<file path="src/rtl/dma_fifo.sv">
// Single-clock data FIFO between the DMA read-response path and the write-data path.
// Registered read port; flags derive from registered wrap-bit pointers; sticky ovf/udf.
module dma_fifo #(
  parameter int DATA_WIDTH = 32,
  parameter int DEPTH      = 64
) (
  input  logic                    clk,
  input  logic                    rst,
  input  logic                    flush,
  input  logic                    fifo_wen,
  input  logic [DATA_WIDTH-1:0]   fifo_wdata,
  input  logic                    fifo_rden,
  output logic [DATA_WIDTH-1:0]   fifo_rdata,
  output logic                    fifo_is_empty,
  output logic                    fifo_is_full,
  output logic [$clog2(DEPTH):0]  fifo_count,
  output logic                    ovf,
  output logic                    udf
);

  localparam int ADDR_W = $clog2(DEPTH);

  logic [DATA_WIDTH-1:0] mem_q [DEPTH];
  logic [ADDR_W:0]       wr_ptr_q, wr_ptr_d;
  logic [ADDR_W:0]       rd_ptr_q, rd_ptr_d;
  logic [DATA_WIDTH-1:0] rdata_q, rdata_d;
  logic                  ovf_q, ovf_d;
  logic                  udf_q, udf_d;
  logic                  full_s, empty_s, wr_acc_s, rd_acc_s;
  logic [ADDR_W:0]       count_s;

  // Status from registered pointers; acceptance uses current-cycle flags only.
  always_comb begin
    empty_s  = (wr_ptr_q == rd_ptr_q);
    full_s   = (wr_ptr_q[ADDR_W] != rd_ptr_q[ADDR_W]) &&
               (wr_ptr_q[ADDR_W-1:0] == rd_ptr_q[ADDR_W-1:0]);
    count_s  = wr_ptr_q - rd_ptr_q;
    wr_acc_s = fifo_wen  & ~full_s  & ~flush;
    rd_acc_s = fifo_rden & ~empty_s & ~flush;
  end

  // Next-state for pointers, read data and sticky error flags.
  always_comb begin
    wr_ptr_d = wr_ptr_q;
    rd_ptr_d = rd_ptr_q;
    rdata_d  = rdata_q;
    ovf_d    = ovf_q;
    udf_d    = udf_q;
    if (flush) begin
      wr_ptr_d = {(ADDR_W+1){1'b0}};
      rd_ptr_d = {(ADDR_W+1){1'b0}};
      ovf_d    = 1'b0;
      udf_d    = 1'b0;
    end else begin
      if (wr_acc_s) begin
        wr_ptr_d = wr_ptr_q + {{ADDR_W{1'b0}}, 1'b1};
      end else begin
        wr_ptr_d = wr_ptr_q;
      end
      if (rd_acc_s) begin
        rd_ptr_d = rd_ptr_q + {{ADDR_W{1'b0}}, 1'b1};
        rdata_d  = mem_q[rd_ptr_q[ADDR_W-1:0]];
      end else begin
        rd_ptr_d = rd_ptr_q;
        rdata_d  = rdata_q;
      end
      ovf_d = ovf_q | (fifo_wen  & full_s);
      udf_d = udf_q | (fifo_rden & empty_s);
    end
  end

  // State registers with synchronous reset.
  always_ff @(posedge clk) begin
    if (rst) begin
      wr_ptr_q <= {(ADDR_W+1){1'b0}};
      rd_ptr_q <= {(ADDR_W+1){1'b0}};
      rdata_q  <= {DATA_WIDTH{1'b0}};
      ovf_q    <= 1'b0;
      udf_q    <= 1'b0;
    end else begin
      wr_ptr_q <= wr_ptr_d;
      rd_ptr_q <= rd_ptr_d;
      rdata_q  <= rdata_d;
      ovf_q    <= ovf_d;
      udf_q    <= udf_d;
    end
  end

  // Storage array is deliberately not reset.
  always_ff @(posedge clk) begin
    if (wr_acc_s && !rst) begin
      mem_q[wr_ptr_q[ADDR_W-1:0]] <= fifo_wdata;
    end
  end

  assign fifo_rdata    = rdata_q;
  assign fifo_is_empty = empty_s;
  assign fifo_is_full  = full_s;
  assign fifo_count    = count_s;
  assign ovf           = ovf_q;
  assign udf           = udf_q;

endmodule

</file>
<file path="config.mk">
export PLATFORM = sky130hd
export DESIGN_NAME = dma_fifo
export DESIGN_NICKNAME = d
export VERILOG_FILES = /design/src/rtl/dma_fifo.sv
export SDC_FILE = /design/constraint.sdc
export NUM_CORES = 2
export LEC_CHECK = 0
export CORE_ASPECT_RATIO = 0.7
export CORE_UTILIZATION = 56
export DETAILED_ROUTE_END_ITERATION = 6
export PLACE_DENSITY = 0.78
export SYNTH_ARGS = -nofsm -noshare
export SYNTH_HDL_FRONTEND = slang
export SYNTH_SLANG_ARGS = --single-unit
export TNS_END_PERCENT = 50
</file>
<file path="constraint.sdc">
create_clock -name clk -period 5.8 [get_ports clk]
set_input_delay 0.58 -clock clk [delete_from_list [all_inputs] [get_ports clk]]
set_output_delay 0.58 -clock clk [all_outputs]
set_load 0.05 [all_outputs]
</file>
# Word-level counts from Yosys, hierarchy flattened
# Memory sizes are Yosys's and may differ from the RTL's. A register that Yosys moved wholly into a read port is not among the register bits.
# Cells that the tools add are included.
[totals]
memories = 1
ff_bits = 16
ramBits = 2048
input_bits = 37
out_inout_bits = 43
[memory_table]
columns = ["memory", "depth", "width", "read_ports", "rd_clocked_by_memory_dff", "wr", "line_no", "text"]
rows = [
  ["mem_q", 64, 32, 1, 1, 1, "23", "logic [DATA_WIDTH-1:0] mem_q [DEPTH];"],
]
[classes]
bitwise = 11
muxes = 2
n_reduce_logical = 5
n_addsub = 3
eq_ne = 3
[ops]
columns = ["cell", "n"]
rows = [
  ["7-bit by 1-bit adder with 7-bit output (second input constant)", 2],
  ["7-bit equality test", 1],
  ["7-bit subtractor", 1],
  ["1-bit AND", 6],
  ["6-bit equality test", 1],
  ["1-bit NOT", 3],
  ["1-bit logical AND", 2],
  ["1-bit two-way mux", 2],
  ["1-bit bitwise OR", 2],
  ["2-bit AND reduction", 1],
  ["2-bit OR reduction", 1],
  ["1-bit zero test", 1],
  ["1-bit inequality test", 1],
]

# Logic depth before layout (Yosys ltp)
[depth]
ltp_word = 8
ltp_mapped = 14
depth_no_buf = 9

# Least setup slack after synthesis
# No wires, ideal clock.
[synth_path]
path_type = "reg-to-reg"
start = "reg rd_ptr_q[2]"
end = "mem mem_q[31][0], enable pin"
path_buffers = 5
synth_period_minus_slack_ns = 5.926
setup_ns = 0.501
slack_ns = -0.126
path_stages_with_launch = 12
t_arrival_ns = 5.425
path_cell_list = "dfxtp_1 > buf_2 > buf_6 > inv_1 > buf_2 > buf_2 > buf_2 > ha_1 > nand4_1 > o31ai_1 > or3_1 > nor4_1"
[synth_between]
elab_chain_len = 8
[synth_rtl]
columns = ["element", "line_no", "text"]
rows = [
  ["from (decl)", "25", "logic [ADDR_W:0] rd_ptr_q, rd_ptr_d;"],
  ["from (signal assigned)", "76", "rd_ptr_q <= {(ADDR_W+1){1'b0}};"],
  ["from (signal assigned)", "82", "rd_ptr_q <= rd_ptr_d;"],
  ["6-bit equality test", "36", "(wr_ptr_q[ADDR_W-1:0] == rd_ptr_q[ADDR_W-1:0]);"],
  ["1-bit logical AND", "35", "full_s = (wr_ptr_q[ADDR_W] != rd_ptr_q[ADDR_W]) &&"],
  ["1-bit NOT", "38", "wr_acc_s = fifo_wen & ~full_s & ~flush;"],
  ["1-bit AND (2 in series)", "38", ""],
  ["1-bit logical AND", "91", "if (wr_acc_s && !rst) begin"],
  ["1-bit two-way mux", "91", ""],
  ["1-bit two-way mux (implied by the code)", "92", "mem_q[wr_ptr_q[ADDR_W-1:0]] <= fifo_wdata;"],
  ["to (decl)", "23", ""],
]
# Every way passes these cells.

# Worst setup path after layout
[layout_path]
start = "reg rd_ptr_q[1]"
end = "reg rdata_q[28] (netlist: fifo_rdata[28]) (read register of mem_q)"
[layout_between]
elab_chain_len = 5
[layout_rtl]
columns = ["element", "line_no", "text"]
rows = [
  ["7-bit equality test", "34", "empty_s = (wr_ptr_q == rd_ptr_q);"],
  ["1-bit NOT", "39", "rd_acc_s = fifo_rden & ~empty_s & ~flush;"],
  ["1-bit AND (2 in series)", "39", ""],
  ["2-bit AND reduction (no line)", "--", ""],
  ["to (decl)", "26", "logic [DATA_WIDTH-1:0] rdata_q, rdata_d;"],
]
# Several ways; a longest one is shown, not always the timed one.
# A chain may end at the register's enable or synchronous reset.

==> out/metrics.yaml <==
outcome: "complete, but fails checks"
failed_checks: "capacitance limit"
synth_edf_count: 2048
finalCriticalPeriod_ns: 4.445
min_from: "rst"
track_usage_pct: 29.10
dr.pass1.iters: 6
clk_pin_slew_ns: 0.07
core-area_sq_um: 143100
initial_core_util_pct: 56.50
ant_nets: 0
met1_usage_pct: 42.03
portBuffers: 79
rsz0062_at_grt: "no"
netlist.area_leader.share_pct: 76.06
setup_viol: 0
netlist_area_sq_um: 80850
grtUsageMet3_pct: 8.351
grt_pass1_wl_microns: 299500
power_frac_comb_pct: 2.2
p_clk_share_pct: 40.4
seq_power_share_pct: 57.3
worstRegToRegCells: 8
top_usage_layer: "met2"
yosysMostFrequentCell: "edfxtp_1"
ctsHoldBuffers: 0
hold_class: "in -> reg"
vias: 41530
power.density_nw_per_um2: 323.0
p_switching_uw: 5986
vias_per_cell: 6.847
cts_setup_buffers: 0
cts.path.max_buffers: 3
synth_area_leaders: "edfxtp_1 (76%), mux4_2 (11%), mux2i_1 (3.1%)"
ys_types: 61
reg2reg_to: "fifo_rdata[28]"
synth_ff_type: "edfxtp_1"
place.gp.congestion: 0.8498
yosys_warnings: 0
cts.htree.levels: 4
p_leak_uw: 0.02762
final_net_count: 4074
fp.dieH_microns: 319.9
ys_seq_elements: 2096
grt_overflow: 0
grt_max_degree: 108
max_slew.worst_pin.slew_ns: 1.434
crit_end: "fifo_rdata[28]"
core.rowCount: 116
critPathKind: "reg -> reg"
io_pins: 80
avgSynthCellArea_sq_um: 21.27
yosysTopAreaCell: "edfxtp_1"
fp.dieArea_sq_um: 145900
insertion_delay_ns: 0.83
cts_resized: 0
r2r_start: "rd_ptr_q[1]"
fin_crit_sh_pct: 76.63
end_kind: "register"
cts_tree: "built"
fmax_mhz: 225.0
drt-total-wl_microns: 210800
synthCells: 3802
cts_root_buf: "clkbuf_16"
ir_drop_uv: 359.3
hold_viol: 0
async_flop_share_pct: 0
drive_gt1_share_pct: 23.01
netSwitchingFraction_pct: 20.62
synth-seq-area-share_pct: 77.25
antenna_found_initial: 17
setup-tns-final_ns: 0
drc: 0
avgRoutedWirePerCell_microns: 34.75
die_w_microns: 456.2
startpoint_type: "register"
syn_nets: 3848
synth_common_cells: "edfxtp_1 (2048), mux4_2 (410), mux2i_1 (247), nand2_1 (206), nor2_1 (148)"
final_max_slew_viol_count: 0
fin_skew_ns: 0.02675
postLayoutCellArea_sq_um: 89900
p_int_uw: 23050
drv_cap: 1
numCtsBuffers: 177
rrSetupSlack_ns: 1.36
dp_hpwl_microns: 117400
placed_cell_area_sq_um: 84240
drt_iter0_drc: 7480
crit_start: "rd_ptr_q[1]"
worstPathRequired_ns: 6.48
crit_arrival_ns: 5.13
cts_sinks: 2096
synthToLayoutAreaGrowth_pct: 11.18
slew_headroom_pct: 1.951
use_met2_pct: 42.83
path_max_fanout: 105
grt_pass1_vias: 40990
## metrics by stage
step | util [%] | power [uW] | hold slack [ns] | worst slack [ns] | std cells
CTS | 62.79 | 29060 | 0.2393 | 1.467 | 6058
finish | 62.82 | 29030 | 0.3014 | 1.356 | 6065
floorplan | - | 17200 | 0.5377 | 1.224 | 3802
global placement | 58.87 | 17590 | 0.4568 | 1.444 | 5734
detailed placement | 58.87 | 17610 | 0.4910 | 1.463 | 5734
global route | 62.81 | 29660 | 0.3105 | 1.265 | 6061
## kinds of logic (layout without fill, tap and decap cells)
kind of cell | count (synthesis) | after routing | share of synthesized area [%]
mux | 686 | 686 | 15.23
flops | 2096 | 2096 | 77.25
simple gates | 439 | 439 | 2.266
xor+xnor | 18 | 18 | 0.1950
fa+ha+maj | 9 | 9 | 0.1486
compound gates | 341 | 341 | 2.953
buf+inv | 213 | 584 | 1.953
other cells | 0 | 4 | 0
## final cells by class
class	instances	area, sq um
sequential	2096	62480
fill	9266	53210
multi-input combinational	1493	17360
clock buffer	232	4697
tap	1888	2362
timing repair buffer	247	2017
clock inverter	92	914.6
inverter	13	56.30
antenna	4	10.01
## metal layers
| layer | vias up | share of wire [%] |
|---|---|---|
| li1 | 16310 | - |
| met1 | 21340 | 37 |
| met2 | 3425 | 45 |
| met3 | 453 | 15 |
| met4 | 8 | 3.4 |
| met5 | - | 0.021 |
## state kept, by name, indices dropped and copies added (netlist names)
| name | count |
|---|---|
| fifo_rdata | 32 |
| mem_q | 2048 |
| ovf | 1 |
| rd_ptr_q | 7 |
| udf | 1 |
| wr_ptr_q | 7 |
## layout by cell type, fill, tap and decap left out, types with 12 or more instances in the layout
master           count
nor2_4              64
a221oi_1            50
nand3_1             20
a31oi_1             13
mux2i_1            247
edfxtp_1          2048
nand4_1             14
clkdlybuf4s50_1     45
nor3_1              14
clkinv_2            31
clkbuf_16          178
dfxtp_1             43
o211ai_1            12
a211oi_1            39
nand2_1            206
o22ai_1             40
a21oi_1             43
a22oi_1             29
o21ai_0             51
mux4_2             410
buf_2               33
mux4_1              19
nor2_1              83
clkbuf_1            50
clkinv_1            26
buf_4              156
o221ai_1            18
## power by group through the flow
stage | Clock, uW | Combinational [uW] | Sequential, uW
floorplan | 0 | 213 | 17000
global placement | 0 | 617 | 17000
detailed placement | 0 | 635 | 17000
CTS | 11800 | 637 | 16600
global route | 12300 | 681 | 16600
finish | 11700 | 653 | 16600
## worst min path at each step
| stage | to | slack [ns] | cells past startpoint |
|---|---|---|---|
| 3_3_place_gp | udf | 0.46 | 2 |
| 4_1_cts | wr_ptr_q[5] | 0.24 | 3 |
| 6_report | wr_ptr_q[5] | 0.30 | 3 |
| 2_1_floorplan | wr_ptr_q[6] | 0.54 | 2 |
| 5_1_grt | wr_ptr_q[5] | 0.31 | 3 |
| 3_5_place_dp | ovf | 0.49 | 2 |
## worst max-delay path: stages, from the launching register on
cell and delay (ns):
dfxtp_4 0.38, buf_4 0.73, buf_12 0.60, mux4_2 0.58, nand2_1 0.10, a21oi_1 0.10, nor4_1 1.14, o31a_1 0.30
nor3_1 0.07
(Power assumes the default switching activity.)
